<file path="config.mk">
export PLATFORM = sky130hd
export DESIGN_NAME = mem_bus_master_flat
export DESIGN_NICKNAME = d
export VERILOG_FILES = /design/src/rtl/mem_bus_pkg.sv /design/src/rtl/mem_bus_master_if.sv /design/src/rtl/mem_bus_hold_timer.sv /design/src/rtl/mem_bus_master.sv /design/src/flat_wrapper.sv
export SDC_FILE = /design/constraint.sdc
export NUM_CORES = 1
export LEC_CHECK = 0
export ABC_CLOCK_PERIOD_IN_PS = 4850
export BUFFER_PORTS_ARGS = -buffer_cell sky130_fd_sc_hd__buf_2
export CORE_ASPECT_RATIO = 1.4
export CORE_UTILIZATION = 50
export CTS_BUF_LIST = sky130_fd_sc_hd__clkbuf_4
export CTS_CLUSTER_SIZE = 30
export DETAILED_ROUTE_END_ITERATION = 8
export GPL_ROUTABILITY_DRIVEN = 0
export HOLD_SLACK_MARGIN = 0.15
export PLACE_DENSITY_LB_ADDON = 0.25
export SYNTH_ARGS = -nofsm -noshare
export SYNTH_HDL_FRONTEND = slang
export SYNTH_SLANG_ARGS = --single-unit
</file>
<file path="constraint.sdc">
create_clock -name clk -period 4.85 [get_ports clk]
set_input_delay 0.485 -clock clk [delete_from_list [all_inputs] [get_ports clk]]
set_output_delay 0.485 -clock clk [all_outputs]
set_load 0.01 [all_outputs]
</file>
<file path="src/rtl/mem_bus_pkg.sv">
// mem_bus_pkg: shared types and default parameters for the memory bus master.
//   state_t       FSM state encoding (IDLE, REQ, XFER, HOLD)
//   DEF_*         default widths and hold length used by the interface and RTL
package mem_bus_pkg;

    typedef enum logic [1:0] {
        IDLE = 2'd0,
        REQ  = 2'd1,
        XFER = 2'd2,
        HOLD = 2'd3
    } state_t;

    localparam int DEF_ADDR_W   = 16;
    localparam int DEF_DATA_W   = 32;
    localparam int DEF_LEN_W    = 3;
    localparam int DEF_HOLD_CYC = 5;

endpackage

</file>
<file path="src/rtl/mem_bus_master_if.sv">
// mem_bus_master_if: command handshake, local data path and arbitrated bus
// signals of mem_bus_master, bundled together.
//   master modport  - seen from mem_bus_master (drives cmd_ready, bus_*, rd_*)
//   slave modport   - seen from the command source / bus side
interface mem_bus_master_if
    import mem_bus_pkg::*;
#(
    parameter int ADDR_W = DEF_ADDR_W,
    parameter int DATA_W = DEF_DATA_W,
    parameter int LEN_W  = DEF_LEN_W
);
    // command side
    logic              cmd_valid;
    logic              cmd_ready;
    logic              cmd_write;
    logic [ADDR_W-1:0] cmd_addr;
    logic [LEN_W-1:0]  cmd_len;
    logic [DATA_W-1:0] wr_data;
    logic              wr_ready;
    logic [DATA_W-1:0] rd_data;
    logic              rd_valid;
    logic              done;
    // memory bus side
    logic              bus_req;
    logic              bus_grant;
    logic [ADDR_W-1:0] bus_addr;
    logic              bus_addr_oe;
    logic              bus_we;
    logic [DATA_W-1:0] bus_wdata;
    logic [DATA_W-1:0] bus_rdata;

    modport master (
        input  cmd_valid, cmd_write, cmd_addr, cmd_len, wr_data,
        input  bus_grant, bus_rdata,
        output cmd_ready, wr_ready, rd_data, rd_valid, done,
        output bus_req, bus_addr, bus_addr_oe, bus_we, bus_wdata
    );

    modport slave (
        output cmd_valid, cmd_write, cmd_addr, cmd_len, wr_data,
        output bus_grant, bus_rdata,
        input  cmd_ready, wr_ready, rd_data, rd_valid, done,
        input  bus_req, bus_addr, bus_addr_oe, bus_we, bus_wdata
    );

endinterface

</file>
<file path="src/rtl/mem_bus_hold_timer.sv">
// mem_bus_hold_timer: down-counter timing the post-burst address/request hold.
//   clk, rst_n  clock and asynchronous active-low reset
//   load        loads HOLD_CYC-1; asserted on the cycle of the last beat
//   expire      terminal count (counter at zero); marks the final HOLD cycle
module mem_bus_hold_timer
    import mem_bus_pkg::*;
#(
    parameter int HOLD_CYC = DEF_HOLD_CYC
) (
    input  logic clk,
    input  logic rst_n,
    input  logic load,
    output logic expire
);
    localparam int CNT_W  = (HOLD_CYC > 0) ? $clog2(HOLD_CYC + 1) : 1;
    // Loading HOLD_CYC-1 makes the zero-count cycle the last of HOLD_CYC cycles.
    localparam int LOAD_I = (HOLD_CYC > 0) ? HOLD_CYC - 1 : 0;
    localparam logic [CNT_W-1:0] LOAD_VAL = CNT_W'(LOAD_I);

    logic [CNT_W-1:0] cnt_q;

    always_ff @(posedge clk or negedge rst_n) begin
        if (!rst_n) begin
            cnt_q <= '0;
        end else if (load) begin
            cnt_q <= LOAD_VAL;
        end else if (cnt_q != '0) begin
            cnt_q <= cnt_q - CNT_W'(1);
        end
    end

    assign expire = (cnt_q == '0);

endmodule

</file>
<file path="src/rtl/mem_bus_master.sv">
// mem_bus_master: turns a read/write burst command into a request/grant bus
// transaction, one beat per granted cycle, then holds address and request for
// HOLD_CYC cycles before releasing the bus.
//   clk, rst_n  clock and asynchronous active-low reset
//   bif         mem_bus_master_if.master: command handshake (cmd_*), write data
//               (wr_data/wr_ready), read data (rd_data/rd_valid), done pulse,
//               and the arbitrated bus (bus_req/grant/addr/addr_oe/we/wdata/rdata)
//
// state | meaning
// IDLE  | cmd_ready high, waiting for cmd_valid
// REQ   | bus_req high, waiting for first grant
// XFER  | address driven, one beat per granted cycle
// HOLD  | last address and request held for HOLD_CYC cycles, grant ignored
module mem_bus_master
    import mem_bus_pkg::*;
#(
    parameter int ADDR_W   = DEF_ADDR_W,
    parameter int DATA_W   = DEF_DATA_W,
    parameter int LEN_W    = DEF_LEN_W,
    parameter int HOLD_CYC = DEF_HOLD_CYC
) (
    input logic           clk,
    input logic           rst_n,
    mem_bus_master_if.master bif
);
    state_t            state;
    logic              write_q;
    logic [ADDR_W-1:0] addr_q;
    logic [LEN_W-1:0]  len_q;
    logic [LEN_W-1:0]  beat_q;

    logic              cmd_ready_q;
    logic              bus_req_q;
    logic              bus_addr_oe_q;
    logic [ADDR_W-1:0] bus_addr_q;
    logic [DATA_W-1:0] rd_data_q;
    logic              rd_valid_q;
    logic              done_q;

    logic              beat_now;
    logic              last_beat;
    logic              hold_expire;

    assign beat_now  = (state == XFER) && bif.bus_grant;
    assign last_beat = beat_now && (beat_q == len_q);

    mem_bus_hold_timer #(
        .HOLD_CYC (HOLD_CYC)
    ) u_hold_timer (
        .clk    (clk),
        .rst_n  (rst_n),
        .load   (last_beat),
        .expire (hold_expire)
    );

    always_ff @(posedge clk or negedge rst_n) begin
        if (!rst_n) begin
            state         <= IDLE;
            write_q       <= 1'b0;
            addr_q        <= '0;
            len_q         <= '0;
            beat_q        <= '0;
            cmd_ready_q   <= 1'b0;
            bus_req_q     <= 1'b0;
            bus_addr_oe_q <= 1'b0;
            bus_addr_q    <= '0;
            rd_data_q     <= '0;
            rd_valid_q    <= 1'b0;
            done_q        <= 1'b0;
        end else begin
            rd_valid_q <= 1'b0;
            done_q     <= 1'b0;
            unique case (state)
                IDLE: begin
                    cmd_ready_q <= 1'b1;
                    if (bif.cmd_valid && cmd_ready_q) begin
                        write_q     <= bif.cmd_write;
                        addr_q      <= bif.cmd_addr;
                        len_q       <= bif.cmd_len;
                        beat_q      <= '0;
                        cmd_ready_q <= 1'b0;
                        bus_req_q   <= 1'b1;
                        state       <= REQ;
                    end
                end
                REQ: begin
                    if (bif.bus_grant) begin
                        bus_addr_oe_q <= 1'b1;
                        bus_addr_q    <= addr_q;
                        state         <= XFER;
                    end
                end
                XFER: begin
                    if (bif.bus_grant) begin
                        if (!write_q) begin
                            rd_data_q  <= bif.bus_rdata;
                            rd_valid_q <= 1'b1;
                        end
                        if (beat_q == len_q) begin
                            if (HOLD_CYC == 0) begin
                                bus_req_q     <= 1'b0;
                                bus_addr_oe_q <= 1'b0;
                                bus_addr_q    <= '0;
                                cmd_ready_q   <= 1'b1;
                                done_q        <= 1'b1;
                                state         <= IDLE;
                            end else begin
                                state <= HOLD;
                            end
                        end else begin
                            beat_q <= beat_q + LEN_W'(1);
                            // base + beat, truncated so the address wraps
                            bus_addr_q <= addr_q + ADDR_W'(beat_q + LEN_W'(1));
                        end
                    end
                end
                HOLD: begin
                    if (hold_expire) begin
                        bus_req_q     <= 1'b0;
                        bus_addr_oe_q <= 1'b0;
                        bus_addr_q    <= '0;
                        cmd_ready_q   <= 1'b1;
                        done_q        <= 1'b1;
                        state         <= IDLE;
                    end
                end
                default: state <= IDLE;
            endcase
        end
    end

    assign bif.cmd_ready   = cmd_ready_q;
    assign bif.bus_req     = bus_req_q;
    assign bif.bus_addr_oe = bus_addr_oe_q;
    assign bif.bus_addr    = bus_addr_q;
    assign bif.rd_data     = rd_data_q;
    assign bif.rd_valid    = rd_valid_q;
    assign bif.done        = done_q;

    // Write strobe and data follow the grant in the same cycle.
    assign bif.bus_we      = beat_now && write_q;
    assign bif.wr_ready    = beat_now && write_q;
    assign bif.bus_wdata   = (beat_now && write_q) ? bif.wr_data : '0;

endmodule

</file>
<file path="src/flat_wrapper.sv">
// flat-port wrapper written by rule: the top's interface ports become plain ports
module mem_bus_master_flat import mem_bus_pkg::*;
#(
    parameter int ADDR_W   = DEF_ADDR_W,
    parameter int DATA_W   = DEF_DATA_W,
    parameter int LEN_W    = DEF_LEN_W,
    parameter int HOLD_CYC = DEF_HOLD_CYC
)
  (clk, rst_n, bif_cmd_valid, bif_cmd_write, bif_cmd_addr, bif_cmd_len, bif_wr_data, bif_bus_grant, bif_bus_rdata, bif_cmd_ready, bif_wr_ready, bif_rd_data, bif_rd_valid, bif_done, bif_bus_req, bif_bus_addr, bif_bus_addr_oe, bif_bus_we, bif_bus_wdata);
  mem_bus_master_if #(.ADDR_W(ADDR_W), .DATA_W(DATA_W), .LEN_W(LEN_W)) bif_i ();
  input logic clk;
  input logic rst_n;
  input wire logic [$bits(bif_i.cmd_valid)-1:0] bif_cmd_valid;
  input wire logic [$bits(bif_i.cmd_write)-1:0] bif_cmd_write;
  input wire logic [$bits(bif_i.cmd_addr)-1:0] bif_cmd_addr;
  input wire logic [$bits(bif_i.cmd_len)-1:0] bif_cmd_len;
  input wire logic [$bits(bif_i.wr_data)-1:0] bif_wr_data;
  input wire logic [$bits(bif_i.bus_grant)-1:0] bif_bus_grant;
  input wire logic [$bits(bif_i.bus_rdata)-1:0] bif_bus_rdata;
  output wire logic [$bits(bif_i.cmd_ready)-1:0] bif_cmd_ready;
  output wire logic [$bits(bif_i.wr_ready)-1:0] bif_wr_ready;
  output wire logic [$bits(bif_i.rd_data)-1:0] bif_rd_data;
  output wire logic [$bits(bif_i.rd_valid)-1:0] bif_rd_valid;
  output wire logic [$bits(bif_i.done)-1:0] bif_done;
  output wire logic [$bits(bif_i.bus_req)-1:0] bif_bus_req;
  output wire logic [$bits(bif_i.bus_addr)-1:0] bif_bus_addr;
  output wire logic [$bits(bif_i.bus_addr_oe)-1:0] bif_bus_addr_oe;
  output wire logic [$bits(bif_i.bus_we)-1:0] bif_bus_we;
  output wire logic [$bits(bif_i.bus_wdata)-1:0] bif_bus_wdata;
  assign bif_i.cmd_valid = bif_cmd_valid;
  assign bif_i.cmd_write = bif_cmd_write;
  assign bif_i.cmd_addr = bif_cmd_addr;
  assign bif_i.cmd_len = bif_cmd_len;
  assign bif_i.wr_data = bif_wr_data;
  assign bif_i.bus_grant = bif_bus_grant;
  assign bif_i.bus_rdata = bif_bus_rdata;
  assign bif_cmd_ready = bif_i.cmd_ready;
  assign bif_wr_ready = bif_i.wr_ready;
  assign bif_rd_data = bif_i.rd_data;
  assign bif_rd_valid = bif_i.rd_valid;
  assign bif_done = bif_i.done;
  assign bif_bus_req = bif_i.bus_req;
  assign bif_bus_addr = bif_i.bus_addr;
  assign bif_bus_addr_oe = bif_i.bus_addr_oe;
  assign bif_bus_we = bif_i.bus_we;
  assign bif_bus_wdata = bif_i.bus_wdata;
  mem_bus_master #(.ADDR_W(ADDR_W), .DATA_W(DATA_W), .LEN_W(LEN_W), .HOLD_CYC(HOLD_CYC)) u_core (.clk(clk), .rst_n(rst_n), .bif(bif_i));
endmodule
</file>
==> results.tsv <==
metric	value	unit
diodes inserted	0	
die width	76.9	µm
net count after synthesis	449	
first-pass detailed-route iteration total	5	
Resize count post-CTS	0	
Fin Clk Skew	11.3	ps
GR Util met2	39.1	%
min Tclk post-route	3150	ps
cts hold-fix bufs	0	
first-pass GRT wire length	14000	µm
Async S/R FF share, synth	100	%
via count	3231	
CP Max Fanout	34	
TritonCTS clock tree	yes	
H-tree depth	3	
FP Rows	37	
WL/cell	13.8	µm
Total Wirelength	8570	µm
CTS sink cnt	81	
CP Data Required Time	4370	ps
post-detail-place hpwl	6580	µm
die height	107	µm
GRT busiest layer	met2	
core area	7500	µm²
Clk pwr share	10.6	%
Gate power share	47.7	%
final hold slack	216	ps
grt met3 use	6.30	%
P_int	1.79	mW
IO Count	175	
Setup CP Type	reg -> out	
Seq/Total Area, Yosys	51.6	%
# Post-CTS Setup Buffers	0	
RSZ-0062 raised after global routing	false	
crit path DAT	2660	ps
global route overflow	0	
reg-to-reg startpoint	u_core.beat_q[0]	
Area growth syn-to-layout	26.0	%
Worst-Margin Slew	988	ps
sequential power share	41.7	%
Max Cap Viol	0	
met1 Track Usage GR	23.8	%
Final #Nets	620	
clock-pin slew on the worst setup and hold paths	110	ps
largest net degree at the start of global routing	82	
placed inst area	4860	µm²
Clock Path Buffers	2	
Tot Pwr	2.94	mW
# DRC	0	
Setup TNS	0	ps
Initial Util	52.4	%
period utilisation layout	64.9	%
CTS Buf Count	9	
antenna violations before repair	0	
Worst VDD drop	0.000347	V
post-route ant nets	0	
CTS root buffer	clkbuf_4	
Synth cell types	38	
ys flop type	dfrtp_1	
DR iter-0 viols	105	
status	finished, final reports clean	
full die area	8220	µm²
final hold violations	0	
Final setup viols	0	
synthesis-stage register bit count	81	
port buffer count	174	
Slowest-stage cell, CP	and3_1	
R2R setup slack	2310	ps
Synth Warn #	0	
Syn Std Cell Area	3930	µm²
sw power	1.15	mW
Final Cell Area	4950	µm²
EDFF count, synth	0	
leakage power	2.55	nW
slowest stage delay, CP	780	ps
worst-skew pair later-pin latency	420	ps
crit-path cells	inv_1 -> ha_1 -> and3_1 -> and2_1 -> buf_2	
Sw Share	39.2	%
Overall Global Routing Usage	22.0	%
Syn Area/Cell	11.3	µm²
Startpoint Class	flop	
element type at the critical path end	output port	
FMAX	318	MHz
Cells after Synth	349	
Worst Hold Class	in -> async	
capturing point of the worst reg2reg path	u_core.bif.bus_addr[15]	
Max Transition Viols Final	0	
vias in the first global route	3093	
Relative slew margins	34.1	%
via/cell ratio	5.22	
R2R cell count	8	
power density over the cells	594	nW/µm²
share of cells above drive strength 1	47.7	%
final cells by class:
type                    count  area (µm²)
clock buffers              11        82.6
repair buffers            175         881
multi-input cells         243        1790
clock inverters             2        8.76
fillers                   629        2550
inverters                  10        37.5
well taps                  97         121
flip-flops and latches     81        2030
metal layers:
layer,part of all wire [%],routed length (µm)
met2,51,4380
met5,0,0
met3,9.0,772
met1,38,3270
met4,1.7,149
registers in the layout, summed over array words and instances, names as in the netlist:
register	count
u_core.bif.rd_data	32
u_core.addr_q	16
u_core.bif.bus_addr	16
u_core.beat_q	3
u_core.len_q	3
u_core.u_hold_timer.cnt_q	3
u_core.state	2
u_core.bif.bus_addr_oe	1
u_core.bif.bus_req	1
u_core.bif.cmd_ready	1
u_core.bif.done	1
u_core.bif.rd_valid	1
u_core.write_q	1
cell usage in the layout (no fill, tap or decap), drive strengths merged, types with 11 or more instances in the layout:
master	n
o21ai	25
mux2	59
clkbuf	11
dfrtp	81
nand2	35
ha	11
buf	175
and2	35
synthesized netlist by cell type (2+ instances only):
cell type	instances	share of area, %
o21ai_0	23	2.9
and2_1	35	5.6
dfrtp_1	81	52
clkbuf_1	4	0.38
nand2_1	35	3.3
buf_1	3	0.29
o31ai_1	2	0.38
nor2b_1	3	0.48
nor2_1	10	0.96
a31oi_1	2	0.32
xnor2_1	6	1.3
nand4_1	4	0.64
xor2_1	5	1.1
a21oi_1	10	1.3
nor3_1	3	0.38
nor3b_1	4	0.76
and3_1	5	0.80
nand3_1	9	1.1
mux2_2	59	17
o21ai_1	2	0.25
a211oi_1	3	0.57
inv_1	10	0.96
ha_1	11	3.5
buf_2	6	0.76
how the worst max path moves through the flow:
stage	from	endpoint	slack [ps]	cells after the start
after floorplan	u_core.beat_q[0]	u_core.bif.bus_addr[12]	2610	7
after detailed placement	u_core.state[0]	bif_bus_wdata[18]	2150	5
after global routing	u_core.state[0]	bif_bus_wdata[28]	1450	5
final	u_core.state[0]	bif_bus_wdata[18]	1700	5
after global placement	u_core.state[0]	bif_bus_wdata[10]	2330	5
after CTS	u_core.state[0]	bif_bus_wdata[18]	1650	5
cell families after synthesis:
kind of cell,count (synthesis),share of synthesized area (%)
AOI/OAI and AO/OA,50,7.55
xor gates and xnor gates,11,2.45
adders and majority gates,12,4.01
buffers and inverters,25,2.87
DFF,81,51.6
muxes,60,17.2
and+or+nand+nor,110,14.4
power by group through the flow:
stage / registers (mW) / logic (mW) / clock network (mW)
5_1_grt: 1.27 / 1.57 / 0.352
6_report: 1.23 / 1.40 / 0.311
4_1_cts: 1.23 / 1.42 / 0.329
3_3_place_gp: 1.22 / 1.37 / 0
3_5_place_dp: 1.24 / 1.42 / 0
2_1_floorplan: 1.30 / 0.904 / 0
per-stage QoR:
step           setup slack (ps)  std cells  util, %
2_1_floorplan              2610        349        -
3_3_place_gp               2330        606     64.8
3_5_place_dp               2150        606     64.8
4_1_cts                    1650        619     66.0
5_1_grt                    1450        619     66.0
6_report                   1700        619     66.0
worst max-delay path: cells and delay by family, from the launching register on:
family        cells  cell delay, ps
buf+inv           2             230
simple gates      2            1000
fa+ha+maj         1             580
flops             1             430
Power figures use the tool's default switching activity.
